<file path="config.mk">
export PLATFORM = sky130hd
export DESIGN_NAME = countdown_mode_controller_flat
export DESIGN_NICKNAME = d
export VERILOG_FILES = /design/src/rtl/countdown_mode_controller_if.sv /design/src/rtl/countdown_mode_controller.sv /design/src/flat_wrapper.sv
export SDC_FILE = /design/constraint.sdc
export NUM_CORES = 1
export LEC_CHECK = 0
export BUFFER_PORTS_ARGS = -buffer_cell sky130_fd_sc_hd__buf_2
export CAP_MARGIN = 20
export CORE_MARGIN = 5
export CORE_UTILIZATION = 45
export CTS_BUF_LIST = sky130_fd_sc_hd__clkbuf_4
export CTS_CLUSTER_DIAMETER = 30
export CTS_CLUSTER_SIZE = 28
export DETAILED_ROUTE_END_ITERATION = 8
export GPL_TIMING_DRIVEN = 0
export PLACE_DENSITY = 0.72
export SETUP_SLACK_MARGIN = 0.3
export SYNTH_ARGS = -nofsm -noshare
export SYNTH_HDL_FRONTEND = slang
export SYNTH_SLANG_ARGS = --single-unit
</file>
<file path="constraint.sdc">
create_clock -name slowclk -period 5.2 [get_ports slowclk]
set_clock_uncertainty 0.2 [all_clocks]
set_input_delay 1.56 -clock slowclk [delete_from_list [all_inputs] [get_ports slowclk]]
set_output_delay 1.56 -clock slowclk [all_outputs]
set_load 0.005 [all_outputs]
</file>
<file path="src/rtl/countdown_mode_controller_if.sv">
// Button/tick/finished inputs and sequencer outputs shared with the counting datapath.
interface countdown_mode_controller_if;
    logic        btnStart;
    logic        btnMode;
    logic        btnUp;
    logic        secTick;
    logic        finished;
    logic [2:0]  currentState;
    logic [15:0] initialClockValue;
    logic        counterReset;
    logic [1:0]  editDigit;
    logic        alarm;

    // Stimulus side: drives buttons and datapath status, observes the sequencer.
    modport master (
        output btnStart, btnMode, btnUp, secTick, finished,
        input  currentState, initialClockValue, counterReset, editDigit, alarm
    );

    // Sequencer side.
    modport slave (
        input  btnStart, btnMode, btnUp, secTick, finished,
        output currentState, initialClockValue, counterReset, editDigit, alarm
    );
endinterface

</file>
<file path="src/rtl/countdown_mode_controller.sv">
// Top-level countdown sequencer: owns the shared state ID, edits the BCD preset,
// generates the one-cycle load strobe and runs the timed alarm phase.
module countdown_mode_controller #(
    parameter logic [15:0] DEFAULT_TIME = 16'h0500,
    parameter int unsigned ALARM_TICKS  = 10
) (
    input  logic                          slowclk,
    input  logic                          reset,
    countdown_mode_controller_if.slave    ctl
);

    localparam int unsigned TICK_W = 8;
    localparam int unsigned MASK_W = 2;

    localparam logic [2:0] S_COUNTING = 3'd0;
    localparam logic [2:0] S_SETTING  = 3'd1;
    localparam logic [2:0] S_READY    = 3'd2;
    localparam logic [2:0] S_PAUSED   = 3'd3;
    localparam logic [2:0] S_ALARM    = 3'd4;

    localparam logic [TICK_W-1:0] TICK_LAST = TICK_W'(ALARM_TICKS);

    logic [2:0]        r_state;
    logic [15:0]       r_preset;
    logic              r_counter_reset;
    logic [1:0]        r_edit_digit;
    logic              r_alarm;
    logic [TICK_W-1:0] r_tick_cnt;
    logic [MASK_W-1:0] r_mask;
    logic              r_start_prev;
    logic              r_mode_prev;
    logic              r_up_prev;

    logic [2:0]        w_state_nxt;
    logic [15:0]       w_preset_nxt;
    logic              w_counter_reset_nxt;
    logic [1:0]        w_edit_digit_nxt;
    logic              w_alarm_nxt;
    logic [TICK_W-1:0] w_tick_cnt_nxt;
    logic [MASK_W-1:0] w_mask_nxt;

    logic w_mode_p;
    logic w_start_p;
    logic w_up_p;
    logic w_any_p;
    logic w_load;
    logic w_tick_done;

    // BCD digit increment; anything at or above the digit limit wraps to zero.
    function automatic logic [3:0] bcd_inc(input logic [3:0] d, input logic [3:0] lim);
        return (d >= lim) ? 4'd0 : d + 4'd1;
    endfunction

    // Rising-edge press detect with mode > start > up priority.
    always_comb begin
        w_mode_p    = ctl.btnMode & ~r_mode_prev;
        w_start_p   = ctl.btnStart & ~r_start_prev & ~w_mode_p;
        w_up_p      = ctl.btnUp & ~r_up_prev & ~w_mode_p & ~(ctl.btnStart & ~r_start_prev);
        w_any_p     = (ctl.btnMode & ~r_mode_prev) | (ctl.btnStart & ~r_start_prev)
                    | (ctl.btnUp & ~r_up_prev);
        w_tick_done = ctl.secTick && ((r_tick_cnt + TICK_W'(1)) == TICK_LAST);
    end

    // State register and registered outputs/datapath.
    always_ff @(posedge slowclk or negedge reset) begin
        if (!reset) begin
            r_state         <= S_READY;
            r_preset        <= DEFAULT_TIME;
            r_counter_reset <= 1'b1;
            r_edit_digit    <= 2'd3;
            r_alarm         <= 1'b0;
            r_tick_cnt      <= '0;
            r_mask          <= '0;
            r_start_prev    <= 1'b0;
            r_mode_prev     <= 1'b0;
            r_up_prev       <= 1'b0;
        end else begin
            r_state         <= w_state_nxt;
            r_preset        <= w_preset_nxt;
            r_counter_reset <= w_counter_reset_nxt;
            r_edit_digit    <= w_edit_digit_nxt;
            r_alarm         <= w_alarm_nxt;
            r_tick_cnt      <= w_tick_cnt_nxt;
            r_mask          <= w_mask_nxt;
            r_start_prev    <= ctl.btnStart;
            r_mode_prev     <= ctl.btnMode;
            r_up_prev       <= ctl.btnUp;
        end
    end

    // Next-state decode.
    always_comb begin
        w_state_nxt = r_state;
        case (r_state)
            S_READY: begin
                if (w_mode_p)
                    w_state_nxt = S_SETTING;
                else if (w_start_p && (r_preset != 16'h0000))
                    w_state_nxt = S_COUNTING;
            end
            S_SETTING: begin
                if (w_mode_p && (r_edit_digit == 2'd0))
                    w_state_nxt = S_READY;
            end
            S_COUNTING: begin
                if (w_mode_p)
                    w_state_nxt = S_READY;
                else if (w_start_p)
                    w_state_nxt = S_PAUSED;
                else if (ctl.finished && (r_mask == '0))
                    w_state_nxt = S_ALARM;
            end
            S_PAUSED: begin
                if (w_mode_p)
                    w_state_nxt = S_READY;
                else if (w_start_p)
                    w_state_nxt = S_COUNTING;
            end
            S_ALARM: begin
                if (w_any_p || w_tick_done)
                    w_state_nxt = S_READY;
            end
            default: w_state_nxt = S_READY;
        endcase
    end

    // Next values of the registered outputs, preset, alarm counter and finished mask.
    always_comb begin
        w_load              = (r_state == S_READY) && (w_state_nxt == S_COUNTING);
        w_preset_nxt        = r_preset;
        w_edit_digit_nxt    = r_edit_digit;
        w_counter_reset_nxt = (w_state_nxt == S_READY) || (w_state_nxt == S_SETTING) || w_load;
        w_alarm_nxt         = (w_state_nxt == S_ALARM);
        w_tick_cnt_nxt      = '0;
        w_mask_nxt          = (r_mask != '0) ? r_mask - MASK_W'(1) : '0;

        if (w_load)
            w_mask_nxt = MASK_W'(2);

        if ((r_state == S_ALARM) && (w_state_nxt == S_ALARM))
            w_tick_cnt_nxt = ctl.secTick ? r_tick_cnt + TICK_W'(1) : r_tick_cnt;

        if ((r_state == S_READY) && w_mode_p)
            w_edit_digit_nxt = 2'd3;

        if (r_state == S_SETTING) begin
            if (w_mode_p) begin
                w_edit_digit_nxt = (r_edit_digit == 2'd0) ? 2'd3 : r_edit_digit - 2'd1;
            end else if (w_up_p) begin
                case (r_edit_digit)
                    2'd3:    w_preset_nxt[15:12] = bcd_inc(r_preset[15:12], 4'd9);
                    2'd2:    w_preset_nxt[11:8]  = bcd_inc(r_preset[11:8],  4'd9);
                    2'd1:    w_preset_nxt[7:4]   = bcd_inc(r_preset[7:4],   4'd5);
                    default: w_preset_nxt[3:0]   = bcd_inc(r_preset[3:0],   4'd9);
                endcase
            end
        end
    end

    assign ctl.currentState      = r_state;
    assign ctl.initialClockValue = r_preset;
    assign ctl.counterReset      = r_counter_reset;
    assign ctl.editDigit         = r_edit_digit;
    assign ctl.alarm             = r_alarm;

endmodule

</file>
<file path="src/flat_wrapper.sv">
// flat-port wrapper written by rule: the top's interface ports become plain ports
module countdown_mode_controller_flat 
#(
    parameter logic [15:0] DEFAULT_TIME = 16'h0500,
    parameter int unsigned ALARM_TICKS  = 10
)
  (slowclk, reset, ctl_btnStart, ctl_btnMode, ctl_btnUp, ctl_secTick, ctl_finished, ctl_currentState, ctl_initialClockValue, ctl_counterReset, ctl_editDigit, ctl_alarm);
  countdown_mode_controller_if ctl_i ();
  input  logic slowclk;
  input  logic reset;
  input wire logic [$bits(ctl_i.btnStart)-1:0] ctl_btnStart;
  input wire logic [$bits(ctl_i.btnMode)-1:0] ctl_btnMode;
  input wire logic [$bits(ctl_i.btnUp)-1:0] ctl_btnUp;
  input wire logic [$bits(ctl_i.secTick)-1:0] ctl_secTick;
  input wire logic [$bits(ctl_i.finished)-1:0] ctl_finished;
  output wire logic [$bits(ctl_i.currentState)-1:0] ctl_currentState;
  output wire logic [$bits(ctl_i.initialClockValue)-1:0] ctl_initialClockValue;
  output wire logic [$bits(ctl_i.counterReset)-1:0] ctl_counterReset;
  output wire logic [$bits(ctl_i.editDigit)-1:0] ctl_editDigit;
  output wire logic [$bits(ctl_i.alarm)-1:0] ctl_alarm;
  assign ctl_i.btnStart = ctl_btnStart;
  assign ctl_i.btnMode = ctl_btnMode;
  assign ctl_i.btnUp = ctl_btnUp;
  assign ctl_i.secTick = ctl_secTick;
  assign ctl_i.finished = ctl_finished;
  assign ctl_currentState = ctl_i.currentState;
  assign ctl_initialClockValue = ctl_i.initialClockValue;
  assign ctl_counterReset = ctl_i.counterReset;
  assign ctl_editDigit = ctl_i.editDigit;
  assign ctl_alarm = ctl_i.alarm;
  countdown_mode_controller #(.DEFAULT_TIME(DEFAULT_TIME), .ALARM_TICKS(ALARM_TICKS)) u_core (.slowclk(slowclk), .reset(reset), .ctl(ctl_i));
endmodule
</file>
==> reports/summary.txt, run 1 <==
Unique masters post-synth: 53
Post-cts resize count: 0
Largest net degree at the start of global routing: 37
Total Die Area: 0.00637 mm^2
Hold Fails Final Rpt: 0
Met3 WL: 167 um
YS warnings: 0
WL met1: 2030 um
CP max stage cell: nor4b_1
Sequential Area: 908 um^2
Die width: 79.8 um
Peak Freq: 348 MHz
Die Height: 79.8 um
Share of cells above drive strength 1: 0.212
CP Capture Type: flop
Cell area after synthesis: 0.00219 mm^2
Fin Setup TNS: 0 ns
PortBufs: 28
Initial Util: 0.464
Largest stage delay, worst path: 0.28 ns
Synth Net Count: 257
Top sig layer: met4
Total gr overflow: 0
Clock buffer depth: 2
Antenna diode count: 0
Post-synth EDFFs: 0
Cts hold-fix bufs: 0
Arr. time, crit path: 2.93 ns
Fillers: 443
Final setup viols: 0
Bufs and invs on worst path: 3
Startpoint types: input pin
Area delta synth->final: 12.6%
Seq/Total Area, Yosys: 0.414
Kind of cell adding the most delay to the critical path: simple AND/OR/NAND/NOR gates
Fin crit share: 0.553
Ports: 30
DRC: 0
Seq cells post-synth: 36
Vias: 1715
CP required: 5.25 ns
Total Routing Usage GR: 0.147
Slew HR: 0.472
Final WL: 4270 um
Worst Hold Class: flop to flop
Core area: 0.00472 mm^2
Worst vdd ir: 0.153 mV
Placer Congestion: 0.787
Max Slew Vio Count: 0
Clk_lat worst skew: 0.33 ns
Outcome: completed
DR WL met2: 2030 um
CP cell instances: buf_2 -> nor4b_1 -> and4_1 -> buf_2 -> and2_1 -> buf_2 -> a41oi_1 -> a21oi_1
Post-synthesis average cell area: 9.62 um^2
RSZ-0062 raised after global routing: false
Max cap viols: 0
Worst-margin pin slew: 0.792 ns
Post-route insts no fill: 331
CTS sink count: 36
Clk root buf: clkbuf_4
Asr flop ratio synth: 1.00
Ys flop type: dfrtp_1
Cell count after placement: 323
Vias per inst: 5.18
NumNets Final: 292
Hpwl dp: 3210 um
CTS tree: yes
WL per Instance: 12.9 um
Multi-input gate area: 0.00117 mm^2
First-pass GRT wire length: 7530 um
Drt first pass iters: 4
CP most frequent cell: buf_2
Leak: 0.00114 uW
Iteration-0 DRC count of the detailed router: 92
Power Dens Cells: 382 mW/mm^2
# rows: 25
Post-route ant nets: 0
Gate Count Post-Synth: 228
Crit path max fanout: 7
CTS H-tree lvls: 2
Min Tclk post-route: 2.88 ns
Postcts setup bufs: 0
Vias in the first global route: 1700
Initial antenna violation count: 0
Critical path class: input pin to flop
Clk pin slew, worst setup/hold paths: 0.10 ns
TritonCTS Buffers: 5
## sequential cells by signal, indices dropped and copies added (netlist names)
signal / cells
u_core.r_mode_prev: 1
u_core.ctl.initialClockValue: 16
u_core.r_up_prev: 1
u_core.r_mask: 2
u_core.ctl.editDigit: 2
u_core.ctl.alarm: 1
u_core.ctl.counterReset: 1
u_core.ctl.currentState: 3
u_core.r_tick_cnt: 8
u_core.r_start_prev: 1
## final cells by class
cell class / count / area share
clock buffers: 6 / 0.0182
well taps: 67 / 0.0339
inverters: 14 / 0.0213
multi-input cells: 169 / 0.474
flip-flops and latches: 36 / 0.368
repair buffers: 28 / 0.0567
clock inverters: 2 / 0.00304
plain buffers: 9 / 0.0248
## worst paths after layout
kind	from	endpoint	slack [ns]	depth (start not counted)
max	ctl_btnUp	u_core.ctl.initialClockValue[3]	2.32	8
min	u_core.r_mask[0]	u_core.r_mask[0]	0.27	1
max reg2reg	u_core.ctl.initialClockValue[12]	u_core.r_mask[0]	2.97	6
min reg2reg	u_core.r_mask[0]	u_core.r_mask[0]	0.27	1
max in group asynchronous	reset	u_core.r_tick_cnt[7]	3.20	1
min in group asynchronous	reset	u_core.ctl.initialClockValue[12]	1.10	1
## cell families after synthesis
| kind of cell | after synthesis | share of synthesized area |
|---|---|---|
| fa+ha+maj | 22 | 0.125 |
| xor+xnor | 10 | 0.0399 |
| compound gates | 48 | 0.143 |
| mux | 2 | 0.00970 |
| simple gates | 87 | 0.216 |
| buf+inv | 23 | 0.0519 |
| flops | 36 | 0.414 |
## routing by layer
metal,vias to the layer above,track usage
met5,-,0
met4,0,0.0557
met3,4,0.0327
met2,35,0.249
met1,816,0.182
li1,860,-
## cells in the final DEF (no fill, tap or decap), types with 3 or more instances in the layout
master / instances
xnor2_1: 4
o21ai_0: 3
a31oi_1: 4
nor2b_1: 4
nand2_1: 20
clkbuf_4: 6
a21oi_1: 7
nand3_1: 9
inv_1: 14
dfstp_2: 6
dfrtp_1: 30
o21ai_1: 15
nand4_1: 4
buf_2: 32
ha_1: 22
a41oi_1: 3
nor2_1: 18
xor2_1: 6
and2_1: 5
nand2b_1: 6
buf_6: 3
## cell usage after synthesis, drive strengths merged (3+ instances only)
library cell,number,share of area
nor4,3,0.011
ha,22,0.13
nand2,21,0.037
nor2,18,0.031
and2,5,0.014
nand4,4,0.011
nand3,9,0.021
xnor2,4,0.016
a31oi,4,0.011
inv,14,0.024
o21ai,18,0.041
dfstp,6,0.072
xor2,6,0.024
a41oi,3,0.012
buf,7,0.025
a21oi,7,0.016
dfrtp,30,0.34
nand2b,6,0.017
nor2b,4,0.011
## where the power goes
group	switching (uW)	total, uW	leakage, uW	internal, uW
registers	77.0	433	0.000455	356
logic	194	366	0.000656	172
clock network	89.6	145	0.0000307	55.4
## metrics by stage
| step | setup WS (ns) | util | hold WS [ns] | area, um^2 | total power [uW] |
|---|---|---|---|---|---|
| after floorplan | 2.36 | - | 0.225 | 2190 | 674 |
| after global placement | 2.06 | 0.512 | 0.241 | 2420 | 796 |
| after detailed placement | 1.96 | 0.512 | 0.261 | 2420 | 807 |
| after CTS | 2.29 | 0.523 | 0.277 | 2470 | 959 |
| after global routing | 2.21 | 0.523 | 0.315 | 2470 | 1030 |
| final | 2.32 | 0.523 | 0.271 | 2470 | 944 |
Power figures use the tool's default switching activity.
==> run 2, diff against run 1 <==
--- a/config.mk
+++ b/config.mk
@@ -5,6 +5,7 @@
 export SDC_FILE = /design/constraint.sdc
 export NUM_CORES = 1
 export LEC_CHECK = 0
+export ABC_AREA = 1
 export BUFFER_PORTS_ARGS = -buffer_cell sky130_fd_sc_hd__buf_2
 export CAP_MARGIN = 20
 export CORE_MARGIN = 5
==> constraint.sdc (replaced) <==
create_clock -name slowclk -period 2.9 [get_ports slowclk]
set_clock_uncertainty 0.2 [all_clocks]
set_input_delay 0.87 -clock slowclk [delete_from_list [all_inputs] [get_ports slowclk]]
set_output_delay 0.87 -clock slowclk [all_outputs]
set_load 0.005 [all_outputs]
==> run 2 against run 1 <==
  * Non-clock buffer count down 8
  * Die area down 1.4%
  * Via count up 4.7%
  * Flip-flop and latch count unchanged
==> reports/summary.txt, run 2 <==
Outcome: completed (unchanged)
Worst Min Path Start: u_core.r_mask[0] (unchanged)
Seq/Total Area, Yosys: 0.421 (was 0.414)
Clock buffer depth: 2 (unchanged)
Worst Setup SP: ctl_btnMode (was ctl_btnUp)
Initial Util: 0.460 (was 0.464)
Hold Fails Final Rpt: 0 (unchanged)
Worst-margin pin slew: 0.787 ns (was 0.792 ns)
Final core utilization: 0.522 (was 0.523)
Critical path class: input pin to flop (unchanged)
Most common cell after layout, fill and taps aside: nand2_1 (was buf_2)
Synth top area share: 0.348 (was 0.342)
CTS sink count: 36 (unchanged)
Worst vdd ir: 0.469 mV (was 0.153 mV)
NumNets Final: 338 (was 292)
Core area: 0.00469 mm^2 (was 0.00472 mm^2)
Ports: 30 (unchanged)
CTS H-tree lvls: 2 (unchanged)
Die Height: 79.2 um (was 79.8 um)
Antenna diode count: 0 (unchanged)
Area contributors post-synth: dfrtp_1 (35%), ha_1 (13%), nand2_1 (9.7%) (was dfrtp_1 (34%), ha_1 (13%), dfstp_2 (7.2%))
Iteration-0 DRC count of the detailed router: 87 (was 92)
YS warnings: 0 (unchanged)
Max Slew Vio Count: 0 (unchanged)
Vias in the first global route: 1751 (was 1700)
Cts hold-fix bufs: 0 (unchanged)
Max cap viols: 0 (unchanged)
Max reg flops: 16 (unchanged)
R2r startpoint: u_core.ctl.editDigit[0] (was u_core.ctl.initialClockValue[12])
Die width: 79.2 um (was 79.8 um)
Post-synth top cells: nand2_1 (56), inv_1 (45), nor2_1 (34) (was dfrtp_1 (30), ha_1 (22), nand2_1 (20))
Ys flop type: dfrtp_1 (unchanged)
Post-synthesis average cell area: 7.90 um^2 (was 9.62 um^2)
Peak Freq: 464 MHz
Post-route ant nets: 0 (unchanged)
Post-route insts no fill: 364 (was 331)
Unique masters post-synth: 27 (was 53)
Asr flop ratio synth: 1.00 (unchanged)
CTS tree: yes (unchanged)
CP max stage cell: nor3_2 (was nor4b_1)
Total Routing Usage GR: 0.151 (was 0.147)
Clk_lat worst skew: 0.34 ns (was 0.33 ns)
Slew HR: 0.475 (was 0.472)
# rows: 25 (unchanged)
Share of cells above drive strength 1: 0.168 (was 0.212)
DRC: 0 (unchanged)
PortBufs: 29 (was 28)
Vias per inst: 4.93 (was 5.18)
Postcts setup bufs: 0 (unchanged)
Cell area after synthesis: 0.00216 mm^2 (was 0.00219 mm^2)
Drt first pass iters: 4 (unchanged)
Final setup viols: 0 (unchanged)
CP cell instances: buf_2 -> inv_1 -> nor2_1 -> inv_1 -> nand2_1 -> nor3_2 -> nand2_1 -> or2_1 -> o21ai_1 (was buf_2 -> nor4b_1 -> and4_1 -> buf_2 -> and2_1 -> buf_2 -> a41oi_1 -> a21oi_1)
DP Area: 0.00237 mm^2 (was 0.00242 mm^2)
Design area: 0.00245 mm^2 (was 0.00247 mm^2)
Dominant cell type by area after synthesis: dfrtp_1 (unchanged)
TritonCTS Buffers: 5 (unchanged)
Vias: 1795 (was 1715)
Gate Count Post-Synth: 273 (was 228)
Min Tclk post-route: 2.15 ns
Area delta synth->final: 13.6% (was 12.6%)
Final WL: 4160 um (was 4270 um)
RSZ-0062 raised after global routing: false (unchanged)
Placer Congestion: 0.884 (was 0.787)
Largest net degree at the start of global routing: 37 (unchanged)
Fin Setup TNS: 0 ns (unchanged)
Final Hold Slack: 0.312 ns (was 0.271 ns)
Count leader, synth: nand2_1 (was dfrtp_1)
Largest stage delay, worst path: 0.29 ns (was 0.28 ns)
Clk pin slew, worst setup/hold paths: 0.09 ns (was 0.10 ns)
Seq cells post-synth: 36 (unchanged)
Total Die Area: 0.00628 mm^2 (was 0.00637 mm^2)
Worst Hold Class: flop to flop (unchanged)
Cell count after placement: 356 (was 323)
CP Capture Type: flop (unchanged)
First-pass GRT wire length: 7560 um (was 7530 um)
Fin crit share: 0.743
WL per Instance: 11.4 um (was 12.9 um)
Post-synth EDFFs: 0 (unchanged)
CP required: 2.96 ns (was 5.25 ns)
Leak: 0.00131 uW (was 0.00114 uW)
Hpwl dp: 3200 um (was 3210 um)
Post-cts resize count: 0 (unchanged)
Startpoint types: input pin (unchanged)
Arr. time, crit path: 2.21 ns (was 2.93 ns)
Most frequent cells in the layout: nand2_1 (56), inv_1 (45), nor2_1 (34), dfrtp_1 (30), buf_2 (29) (was buf_2 (32), dfrtp_1 (30), ha_1 (22), nand2_1 (20), nor2_1 (18))
Power Dens Cells: 774 mW/mm^2 (was 382 mW/mm^2)
Total gr overflow: 0 (unchanged)
Clk root buf: clkbuf_4 (unchanged)
Initial antenna violation count: 0 (unchanged)
Synth Net Count: 302 (was 257)
Crit path max fanout: 5 (was 7)
[run 2: where the power goes]
group	total [uW]	switching, uW	internal (uW)
Combinational	711	419	293
Sequential	829	158	671
Clock	355	165	190
Total	1900	742	1150
[run 2: layout make-up]
type | count | area (um^2)
fill | 471 | 2240
multi-input combinational | 190 | 1070
sequential | 36 | 908
inverter | 47 | 176
timing repair buffer | 29 | 145
tap | 54 | 67.6
clock buffer | 6 | 45.0
clock inverter | 2 | 35.0
[run 2: kinds of logic after synthesis]
kind of cell | Yosys count | synth area share
xor gates and xnor gates | 4 | 0.0162
buffers and inverters | 47 | 0.0818
and+or+nand+nor | 126 | 0.256
DFF | 36 | 0.421
adders and majority gates | 22 | 0.128
AOI/OAI and AO/OA | 38 | 0.0975
[run 2: per-layer routing]
layer,GRT usage,vias up,share of wire
met5,0,-,0
met3,0.0408,9,0.035
met2,0.252,25,0.48
li1,-,937,-
met4,0.0567,0,0.018
met1,0.185,824,0.47
[run 2: path summary, 6_finish.rpt]
path,slack [ns],depth (start not counted),endpoint
max,0.75,9,u_core.ctl.initialClockValue[4]
min,0.31,3,u_core.r_mask[0]
max reg2reg,0.82,10,u_core.r_mask[0]
min reg2reg,0.31,3,u_core.r_mask[0]
max in group asynchronous,1.60,1,u_core.ctl.currentState[0]
min in group asynchronous,0.39,1,u_core.ctl.initialClockValue[12]
[run 2: worst max-delay path, delay by kind of cell]
kind	cells	cell delay, ns
buffers and inverters	3	0.28
AND/OR/NAND/NOR	5	0.92
AO/OA/AOI/OAI	1	0.14
[run 2: stage by stage]
step	worst slack, ns	total power, uW
after detailed placement	0.421	1560
after CTS	0.744	1920
after global routing	0.578	2080
after floorplan	0.768	1290
after global placement	0.450	1530
final	0.746	1900
